[config.mk]
export PLATFORM = sky130hd
export DESIGN_NAME = background_restore
export DESIGN_NICKNAME = d
export VERILOG_FILES = /design/src/rtl/background_restore.sv
export SDC_FILE = /design/constraint.sdc
export NUM_CORES = 1
export LEC_CHECK = 0
export ABC_AREA = 0
export CAP_MARGIN = 20
export CELL_PAD_IN_SITES_DETAIL_PLACEMENT = 0
export CELL_PAD_IN_SITES_GLOBAL_PLACEMENT = 1
export CORE_MARGIN = 1
export CORE_UTILIZATION = 37
export DETAILED_ROUTE_END_ITERATION = 7
export PLACE_DENSITY_LB_ADDON = 0.1
export SLEW_MARGIN = 20
export SYNTH_ARGS = -nofsm -noshare
export SYNTH_HDL_FRONTEND = slang
export SYNTH_SLANG_ARGS = --single-unit
[constraint.sdc]
create_clock -name clock -period 2.7 [get_ports clock]
set_clock_uncertainty 0.2 [all_clocks]
set_input_delay 0.27 -clock clock [delete_from_list [all_inputs] [get_ports clock]]
set_output_delay 0.27 -clock clock [all_outputs]
set_load 0.03 [all_outputs]
[src/rtl/background_restore.sv]
// Restores a BOX_W x BOX_H rectangle of background pixels by scanning
// the background ROM and replaying each colour to the VGA adapter.
//
// Ports:
//   clock, resetn       : system clock, asynchronous active-low reset
//   start, x0, y0       : restore request and box top-left corner
//   rom_x, rom_y, rom_q : background ROM address out, colour back (1 clk)
//   vga_x, vga_y        : pixel coordinate to the VGA adapter
//   vga_colour, plot    : pixel colour and write strobe
//   busy, done          : in-progress flag and completion pulse
module background_restore #(
    parameter int BOX_W = 16,
    parameter int BOX_H = 12,
    parameter int X_MAX = 319,
    parameter int Y_MAX = 239
) (
    input  logic       clock,
    input  logic       resetn,
    input  logic       start,
    input  logic [8:0] x0,
    input  logic [7:0] y0,
    output logic [8:0] rom_x,
    output logic [7:0] rom_y,
    input  logic [2:0] rom_q,
    output logic [8:0] vga_x,
    output logic [7:0] vga_y,
    output logic [2:0] vga_colour,
    output logic       plot,
    output logic       busy,
    output logic       done
);

    localparam int CXW = (BOX_W > 1) ? $clog2(BOX_W) : 1;
    localparam int CYW = (BOX_H > 1) ? $clog2(BOX_H) : 1;

    localparam logic [CXW-1:0] CX_LAST = CXW'(BOX_W - 1);
    localparam logic [CYW-1:0] CY_LAST = CYW'(BOX_H - 1);

    typedef enum logic [1:0] {
        IDLE,
        SCAN,
        FLUSH,
        DONE
    } state_t;

    state_t         state;
    state_t         state_nxt;
    logic [8:0]     x0_l;
    logic [8:0]     x0_l_nxt;
    logic [7:0]     y0_l;
    logic [7:0]     y0_l_nxt;
    logic [CXW-1:0] cx;
    logic [CXW-1:0] cx_nxt;
    logic [CYW-1:0] cy;
    logic [CYW-1:0] cy_nxt;
    logic           valid;
    logic           valid_nxt;
    logic [8:0]     vga_x_nxt;
    logic [7:0]     vga_y_nxt;

    // One extra bit on each sum so a box hanging off the screen edge is
    // detected and clipped instead of wrapping to the opposite side.
    logic [9:0] sum_x;
    logic [8:0] sum_y;
    logic       in_range;

    assign sum_x    = {1'b0, x0_l} + 10'(cx);
    assign sum_y    = {1'b0, y0_l} + 9'(cy);
    assign in_range = (sum_x <= 10'(X_MAX)) && (sum_y <= 9'(Y_MAX));

    // Address is only meaningful while scanning; held at zero otherwise.
    assign rom_x = (state == SCAN) ? sum_x[8:0] : '0;
    assign rom_y = (state == SCAN) ? sum_y[7:0] : '0;

    // The registered address lines up with rom_q, which arrives one clock
    // after the address, so the colour passes straight through.
    assign vga_colour = rom_q;
    assign plot       = valid;
    assign busy       = (state == SCAN) || (state == FLUSH);
    assign done       = (state == DONE);

    always_ff @(posedge clock or negedge resetn) begin
        if (!resetn) begin
            state <= IDLE;
            x0_l  <= '0;
            y0_l  <= '0;
            cx    <= '0;
            cy    <= '0;
            valid <= 1'b0;
            vga_x <= '0;
            vga_y <= '0;
        end else begin
            state <= state_nxt;
            x0_l  <= x0_l_nxt;
            y0_l  <= y0_l_nxt;
            cx    <= cx_nxt;
            cy    <= cy_nxt;
            valid <= valid_nxt;
            vga_x <= vga_x_nxt;
            vga_y <= vga_y_nxt;
        end
    end

    always_comb begin
        state_nxt = state;
        x0_l_nxt  = x0_l;
        y0_l_nxt  = y0_l;
        cx_nxt    = cx;
        cy_nxt    = cy;
        valid_nxt = 1'b0;
        vga_x_nxt = vga_x;
        vga_y_nxt = vga_y;

        unique case (state)
            IDLE: begin
                if (start) begin
                    x0_l_nxt  = x0;
                    y0_l_nxt  = y0;
                    cx_nxt    = '0;
                    cy_nxt    = '0;
                    state_nxt = SCAN;
                end
            end

            SCAN: begin
                // Clipped pixels still take their cycle, keeping the
                // total scan length fixed.
                valid_nxt = in_range;
                vga_x_nxt = sum_x[8:0];
                vga_y_nxt = sum_y[7:0];
                if (cx == CX_LAST) begin
                    cx_nxt = '0;
                    if (cy == CY_LAST) begin
                        cy_nxt    = '0;
                        state_nxt = FLUSH;
                    end else begin
                        cy_nxt = cy + 1'b1;
                    end
                end else begin
                    cx_nxt = cx + 1'b1;
                end
            end

            FLUSH: begin
                // Last pixel plots here; no new address is issued.
                state_nxt = DONE;
            end

            DONE: begin
                // start is deliberately not sampled here.
                state_nxt = IDLE;
            end

            default: begin
                state_nxt = IDLE;
            end
        endcase
    end

endmodule

==> flow_summary.toml, run 1 <==
[route]
routedWlPerCell_um = 14.5
num_vias = 1837
firstDrtPassIters = 4
route.antenna.remaining_nets = 0
viasPerCell = 5.06
drt_wl_total_mm = 5.26
drtIter0Drc = 78
drc = 0

[timing]
max_slew.worst_pin.slew_ns = 0.483
slew_viol_final = 0
setup_viol = 0
fmax_mhz = 383
period_minus_slack_ns = 2.61
period_share = 0.966
setup_tns_ns = 0
rsz0062_at_grt = "false"
finalHoldViolCount = 0
setup_slack_ns = 0.0923
maxSlewHeadroom = 0.678

[final_layout]
final_nets = 328
seq_area_um2 = 1130
areaGrowthSynthToFinish_pct = 34.6
n_fill_cell = 547
finalNonFillerCells = 363
layout_commonest_cell = "dfrtp_1"
multi_input_area_um2 = 1230
drive_gt1_frac = 0.226
antenna_cells = 0
final_cell_mix = "dfrtp_1 (44), clkdlybuf4s50_1 (38), buf_4 (22)"

[floorplanning]
fp.dieW_um = 82.1
initial_core_util = 0.391
coreArea_um2 = 6060
die_h_um = 82.1
row_count = 28
io_pins = 63
fp.dieArea_um2 = 6730

[pwr]
p_leak_nw = 1.63
irDropWorstVdd_v = 0.000215
power_density_nw_per_um2 = 356
total_power_mw = 1.13

[critical_path]
worstPathMaxFanout = 5
endpoint_kind = "output pin"
worstSetupPathType = "reg -> out"
worstPathCellList = "ha_1 > fa_1 > nand2_2 > a21oi_2 > nand3_1 > xor2_2 > nor2_1 > buf_4"
cp_num_buf_inv = 1
cpMaxStageDelayCell = "dfrtp_1"
arrival_ns = 2.14
required_ns = 2.23
max_stage_delay_ns = 0.43
path_delay_family = "adder cells"
start_kind = "flop"

[logic_synthesis]
synth_top_area_share = 0.475
synth_top_area_cell = "dfrtp_1"
seq_area_frac_synth = 0.475
syn_area_um2 = 2370
synthTopCellsByArea = "dfrtp_1 (47%), mux2_2 (8.5%), ha_1 (7.9%), a21o_1 (5.1%), nand3_1 (2.7%)"
yosysWarnings = 0
yosys.cell_types.count = 36
syn_inst = 219
synthesis.nets = 259
synth_seq_cells = 45
ys.flop_type = "dfrtp_1"
synth-async-reset-ratio = 1.00
syn_area_per_cell_um2 = 10.8
synth-edff-count = 0

[placement]
io_buffers = 56
numPlacedInstances = 352
dp_slack_ns = 0.0172
globalplace.congestion = 0.803
dp_hpwl_mm = 3.90

[run]
maxCapViolations = 0

[status]
outcome = "finished, final reports clean"

[clocking]
htree_levels = 2
insertion_delay_ns = 0.29
numCtsBuffers = 5
clock_sinks = 45
cts_tree = "built"
clockBufferDepth = 2
root_buffer = "clkbuf_8"
clk_pin_slew_worst_paths_ns = 0.08

[hold_path]
hold_path.class = "in -> async"

[global_routing]
grt_pass1_wl_mm = 8.64
grt-ovfl-total = 0
grt_max_degree = 26
grt_pass1_vias = 1809
antenna_found_initial = 0
track_usage = 0.172
logic make-up after synthesis:
kind of cell	synth area share
adder cells (fa/ha/maj)	0.0960
flip-flops	0.475
multiplexers	0.0855
AND/OR/NAND/NOR	0.154
AO/OA/AOI/OAI	0.130
buffers and inverters	0.0269
XOR/XNOR	0.0332
layout make-up:
cell class / instances / share of cell area
Clock buffer: 7 / 0.0270
Timing Repair Buffer: 70 / 0.197
Tap cell: 75 / 0.0294
Multi-Input combinational cell: 160 / 0.386
Sequential cell: 45 / 0.353
Inverter: 6 / 0.00706
through the flow:
stage | hold slack, ns | area (um2) | utilization
2_1_floorplan | -0.226 | 2370 | -
3_3_place_gp | 0.0598 | 3030 | 0.500
3_5_place_dp | 0.0611 | 3030 | 0.500
4_1_cts | 0.280 | 3140 | 0.519
5_1_grt | 0.305 | 3190 | 0.527
6_report | 0.277 | 3190 | 0.527
where the power goes:
part	internal (mW)	total, mW	leakage, nW	switching, mW
clock network	0.203	0.419	0.0443	0.215
registers	0.673	0.673	0.594	0
logic	0.0253	0.0430	0.995	0.0176
total	0.902	1.13	1.63	0.233
cell usage after synthesis (all sizes together) (4+ instances only):
library cell / instances
o21ai: 10
mux2: 18
xor2: 4
a21o: 17
nor3: 4
and3: 4
clkbuf: 5
nand2b: 5
nor2: 14
xnor2: 5
dfrtp: 45
or4: 4
a21oi: 7
inv: 5
and2: 8
nand2: 16
ha: 15
nand3: 13
sequential cells by signal (all words and copies together), names as in the netlist:
name   count
x0_l       9
cy         4
vga_y      8
plot       1
state      2
y0_l       8
cx         4
vga_x      9
path summary, 6_finish.rpt:
check,from,end,slack (ns),cells after the start
worst max-delay path,cx[0],rom_x[8],0.09,8
worst min-delay path,resetn,vga_x[4],0.28,2
worst max register to register,cx[0],plot,0.44,7
worst min register to register,vga_y[3],vga_y[3],0.28,1
max in group asynchronous,resetn,cy[1],1.28,3
min in group clock,vga_y[3],vga_y[3],0.28,1
metal layers:
layer | track usage | part of all wire
met1 | 0.233 | 0.50
met2 | 0.280 | 0.45
met3 | 0.0356 | 0.046
met4 | 0.0421 | 0.0040
met5 | 0 | 0
repair_timing:
item / 4_1_cts / 5_1_grt
pin swaps: 0 / 2
setup endpoints to repair: 11 / 9
resized for setup: 12 / 14
hold buffers: 1 / 0
setup buffers: 0 / 3
hold endpoints to repair: 20 / 0
No activity file was read; power rests on OpenSTA's default activity.
==> run 2, diff against run 1 <==
--- a/config.mk
+++ b/config.mk
@@ -13,6 +13,7 @@
 export CORE_UTILIZATION = 37
 export DETAILED_ROUTE_END_ITERATION = 7
 export PLACE_DENSITY_LB_ADDON = 0.1
+export SKIP_CTS_REPAIR_TIMING = 1
 export SLEW_MARGIN = 20
 export SYNTH_ARGS = -nofsm -noshare
 export SYNTH_HDL_FRONTEND = slang
==> flow_summary.toml, run 2 (synthesized netlist as in run 1, its figures left out) <==
[route]
route.antenna.remaining_nets = 0
num_vias = 1845
firstDrtPassIters = 4
viasPerCell = 5.07
drc = 0
drt_wl_total_mm = 5.29
drtIter0Drc = 90
routedWlPerCell_um = 14.5

[clocking]
clockBufferDepth = 2
clock_sinks = 45
root_buffer = "clkbuf_8"
cts_tree = "built"
insertion_delay_ns = 0.29
numCtsBuffers = 5
clk_pin_slew_worst_paths_ns = 0.08
htree_levels = 2

[floorplanning]
io_pins = 63
coreArea_um2 = 6060
fp.dieW_um = 82.1
die_h_um = 82.1
row_count = 28
initial_core_util = 0.391
fp.dieArea_um2 = 6730

[global_routing]
grt_pass1_wl_mm = 8.61
antenna_found_initial = 0
track_usage = 0.171
grt_pass1_vias = 1800
grt_max_degree = 26
grt-ovfl-total = 0

[critical_path]
required_ns = 2.23
worstPathMaxFanout = 5
start_kind = "flop"
endpoint_kind = "output pin"
worstSetupPathType = "reg -> out"
arrival_ns = 2.14

[final_layout]
drive_gt1_frac = 0.218
antenna_cells = 0
fin_area_um2 = 3220
final_cell_mix = "dfrtp_1 (44), clkdlybuf4s50_1 (39), buf_4 (23)"
areaGrowthSynthToFinish_pct = 35.8
finalNonFillerCells = 364
layout_commonest_cell = "dfrtp_1"
reg.largest.list = "vga_x x9, x0_l x9"
final_nets = 329

[timing]
max_slew.worst_pin.slew_ns = 0.481
finalHoldViolCount = 0
setup_tns_ns = 0
slew_viol_final = 0
setup_viol = 0
period_minus_slack_ns = 2.61
fmax_mhz = 383
maxSlewHeadroom = 0.679
period_share = 0.968

[placement]
dp_hpwl_mm = 3.90
io_buffers = 56
numPlacedInstances = 352
placed_cell_area_um2 = 3030
globalplace.congestion = 0.803

[run]
maxCapViolations = 0

[pwr]
p_leak_nw = 1.68
power_density_nw_per_um2 = 353
irDropWorstVdd_v = 0.000216

[hold_path]
hold_path.class = "in -> async"

[status]
outcome = "finished, final reports clean"
==> run 2: changes by cell type in the layout (fill, tap and decap cells not counted), sizes merged <==
cell	previous run	this run
clkinvlp	0	1
clkdlybuf4s50	38	39
clkinv	1	0
dlymetal6s2s	1	5
dlygate4sd2	4	0
==> run 2: path summary, 6_finish.rpt <==
path	end	startpoint	cells past startpoint	slack (ns)
min	vga_x[4]	resetn	2	0.27
max	rom_x[8]	cx[0]	8	0.09
max in group asynchronous	cy[1]	resetn	3	1.28
min in group clock	vga_y[3]	vga_y[3]	1	0.28
min reg2reg	vga_y[3]	vga_y[3]	1	0.28
max reg2reg	plot	cx[0]	7	0.45
==> run 2: worst max-delay path: stages, from the launching register on <==
cell     delay (ns)
dfrtp_1        0.43
ha_1           0.23
fa_1           0.42
nand2_2        0.13
a21oi_2        0.09
nand3_1        0.14
xor2_2         0.19
nor2_1         0.06
buf_4          0.16
==> run 2: metrics by stage <==
stage	hold slack, ns	total power [mW]	setup slack (ns)	util
finish	0.275	1.14	0.0876	0.531
global route	0.305	1.18	-0.00132	0.531
CTS	-0.260	1.16	-0.313	0.514
detailed placement	0.0611	0.730	0.0172	0.500
global placement	0.0598	0.730	0.0753	0.500
floorplan	-0.226	0.696	0.162	-
==> run 2: cell type report <==
cell class | instances | area, um2
clock buffers | 7 | 86.3
fillers | 550 | 2840
inverters | 6 | 26.3
multi-input cells | 160 | 1230
flip-flops and latches | 45 | 1130
well taps | 75 | 93.8
repair buffers | 71 | 657
==> run 2: layer usage <==
metal / vias to the layer above / share of wire / GRT usage
met5: - / 0 / 0
met4: 0 / 0.0081 / 0.0421
met3: 6 / 0.045 / 0.0356
met2: 51 / 0.45 / 0.279
met1: 870 / 0.50 / 0.231
li1: 918 / - / -
==> run 2: where the power goes <==
group | switching (mW) | internal, mW
clock | 0.218 | 0.203
combinational | 0.0176 | 0.0253
sequential | 0 | 0.673
total | 0.236 | 0.902
==> run 3, diff against run 2 <==
==> constraint.sdc (replaced) <==
create_clock -name clock -period 2.7 [get_ports clock]
set_clock_uncertainty 0.2 [all_clocks]
set_input_delay 0.27 -clock clock [delete_from_list [all_inputs] [get_ports clock]]
set_output_delay 0.27 -clock clock [all_outputs]
set_load 0.02 [all_outputs]
==> flow_summary.toml, run 3 (synthesized netlist as in run 1, its figures left out) <==
[final_layout]
finalNonFillerCells = 372
multi_input_area_um2 = 1230
final_cell_mix = "dfrtp_1 (45), clkdlybuf4s50_1 (41), buf_4 (23)"
n_fill_cell = 574
seq_area_um2 = 1130
final_nets = 336
reg.largest.list = "vga_x x9, x0_l x9"
drive_gt1_frac = 0.209
areaGrowthSynthToFinish_pct = 38.4
layout_commonest_cell = "dfrtp_1"
antenna_cells = 0

[floorplanning]
coreArea_um2 = 6060
initial_core_util = 0.391
die_h_um = 82.1
fp.dieArea_um2 = 6730
io_pins = 63
row_count = 28
fp.dieW_um = 82.1

[hold_path]
hp-start = "vga_x[1]"
hold_path.class = "reg -> reg"

[critical_path]
r2r_start = "x0_l[1]"
cpMaxStageDelayCell = "or4_1"
endpoint_kind = "output pin"
path_delay_family = "simple AND/OR/NAND/NOR gates"
start_kind = "flop"
worstPathMaxFanout = 5
required_ns = 2.23
crit_path_start = "x0_l[1]"
worstPathCellList = "ha_1 > a21o_1 > a21o_2 > a21oi_4 > or4_1 > nand2_1 > clkbuf_2"
cp_num_buf_inv = 1
max_stage_delay_ns = 0.50
arrival_ns = 2.15
worstSetupPathType = "reg -> out"

[global_routing]
antenna_found_initial = 0
grt_max_degree = 46
grt_pass1_vias = 1897
grt_pass1_wl_mm = 8.71
track_usage = 0.173
grt-ovfl-total = 0

[run]
maxCapViolations = 0

[clocking]
clock_sinks = 45
insertion_delay_ns = 0.29
htree_levels = 2
cts_tree = "built"
clk_pin_slew_worst_paths_ns = 0.08
root_buffer = "clkbuf_8"
numCtsBuffers = 5
clockBufferDepth = 2

[timing]
rsz0062_at_grt = "true"
maxSlewHeadroom = 0.622
setup_viol = 0
fmax_mhz = 382
setup_slack_ns = 0.0803
period_minus_slack_ns = 2.62
finalHoldViolCount = 0
period_share = 0.970
slew_viol_final = 0
max_slew.worst_pin.slew_ns = 0.561

[placement]
dp_hpwl_mm = 3.77
numPlacedInstances = 363
dp_slack_ns = -0.0750
io_buffers = 56
globalplace.congestion = 0.844

[pwr]
power_density_nw_per_um2 = 338
seqPwrFrac = 0.606
combPwrFrac = 0.038
p_leak_nw = 1.82
irDropWorstVdd_v = 0.000161
p_int_mw = 0.882
switchingPower_mw = 0.228
swShare = 0.205
clockPowerShare = 0.356

[route]
firstDrtPassIters = 4
route.antenna.remaining_nets = 0
viasPerCell = 5.08
drc = 0
num_vias = 1889
routedWlPerCell_um = 14.0
drtIter0Drc = 77
drt_wl_total_mm = 5.21

[status]
outcome = "finished, final reports clean"
## run 3: path summary, 6_finish.rpt
path	to	slack, ns	cells after the start
setup / recovery	rom_x[7]	0.08	7
hold / removal	vga_x[1]	0.28	1
setup reg to reg	plot	0.46	6
hold reg to reg	vga_x[1]	0.28	1
max in group asynchronous	y0_l[3]	1.59	2
min in group asynchronous	vga_y[4]	0.32	2
## run 3: metrics by stage
stage	setup TNS, ns	utilization	hold slack [ns]	total power [mW]	instance area, um2
2_1_floorplan	0	-	-0.226	0.694	2370
3_3_place_gp	-0.0660	0.518	0.260	0.729	3140
3_5_place_dp	-0.165	0.518	0.268	0.728	3140
4_1_cts	-3.25	0.531	-0.0213	1.13	3220
5_1_grt	-0.0649	0.541	0.293	1.17	3280
6_report	0	0.541	0.280	1.11	3280
## run 3: power by group through the flow
stage	Combinational (mW)	Clock [mW]	Sequential, mW
floorplan	0.00700	0	0.687
global placement	0.0420	0	0.687
detailed placement	0.0417	0	0.687
CTS	0.0418	0.416	0.673
global route	0.0470	0.449	0.673
finish	0.0417	0.395	0.673
## run 3: per-layer routing
metal	up-vias	track usage	wire, um
met5	-	0	0
met3	8	0.0378	202
met4	0	0.0509	70
met1	905	0.222	2460
met2	44	0.292	2470
li1	932	-	-
## run 3: final cells by class
type                       count  area share
clock buffer                   8      0.0244
inverter                       6     0.00686
multi-input combinational    160       0.376
sequential                    45       0.343
tap                           75      0.0286
timing repair buffer          78       0.221
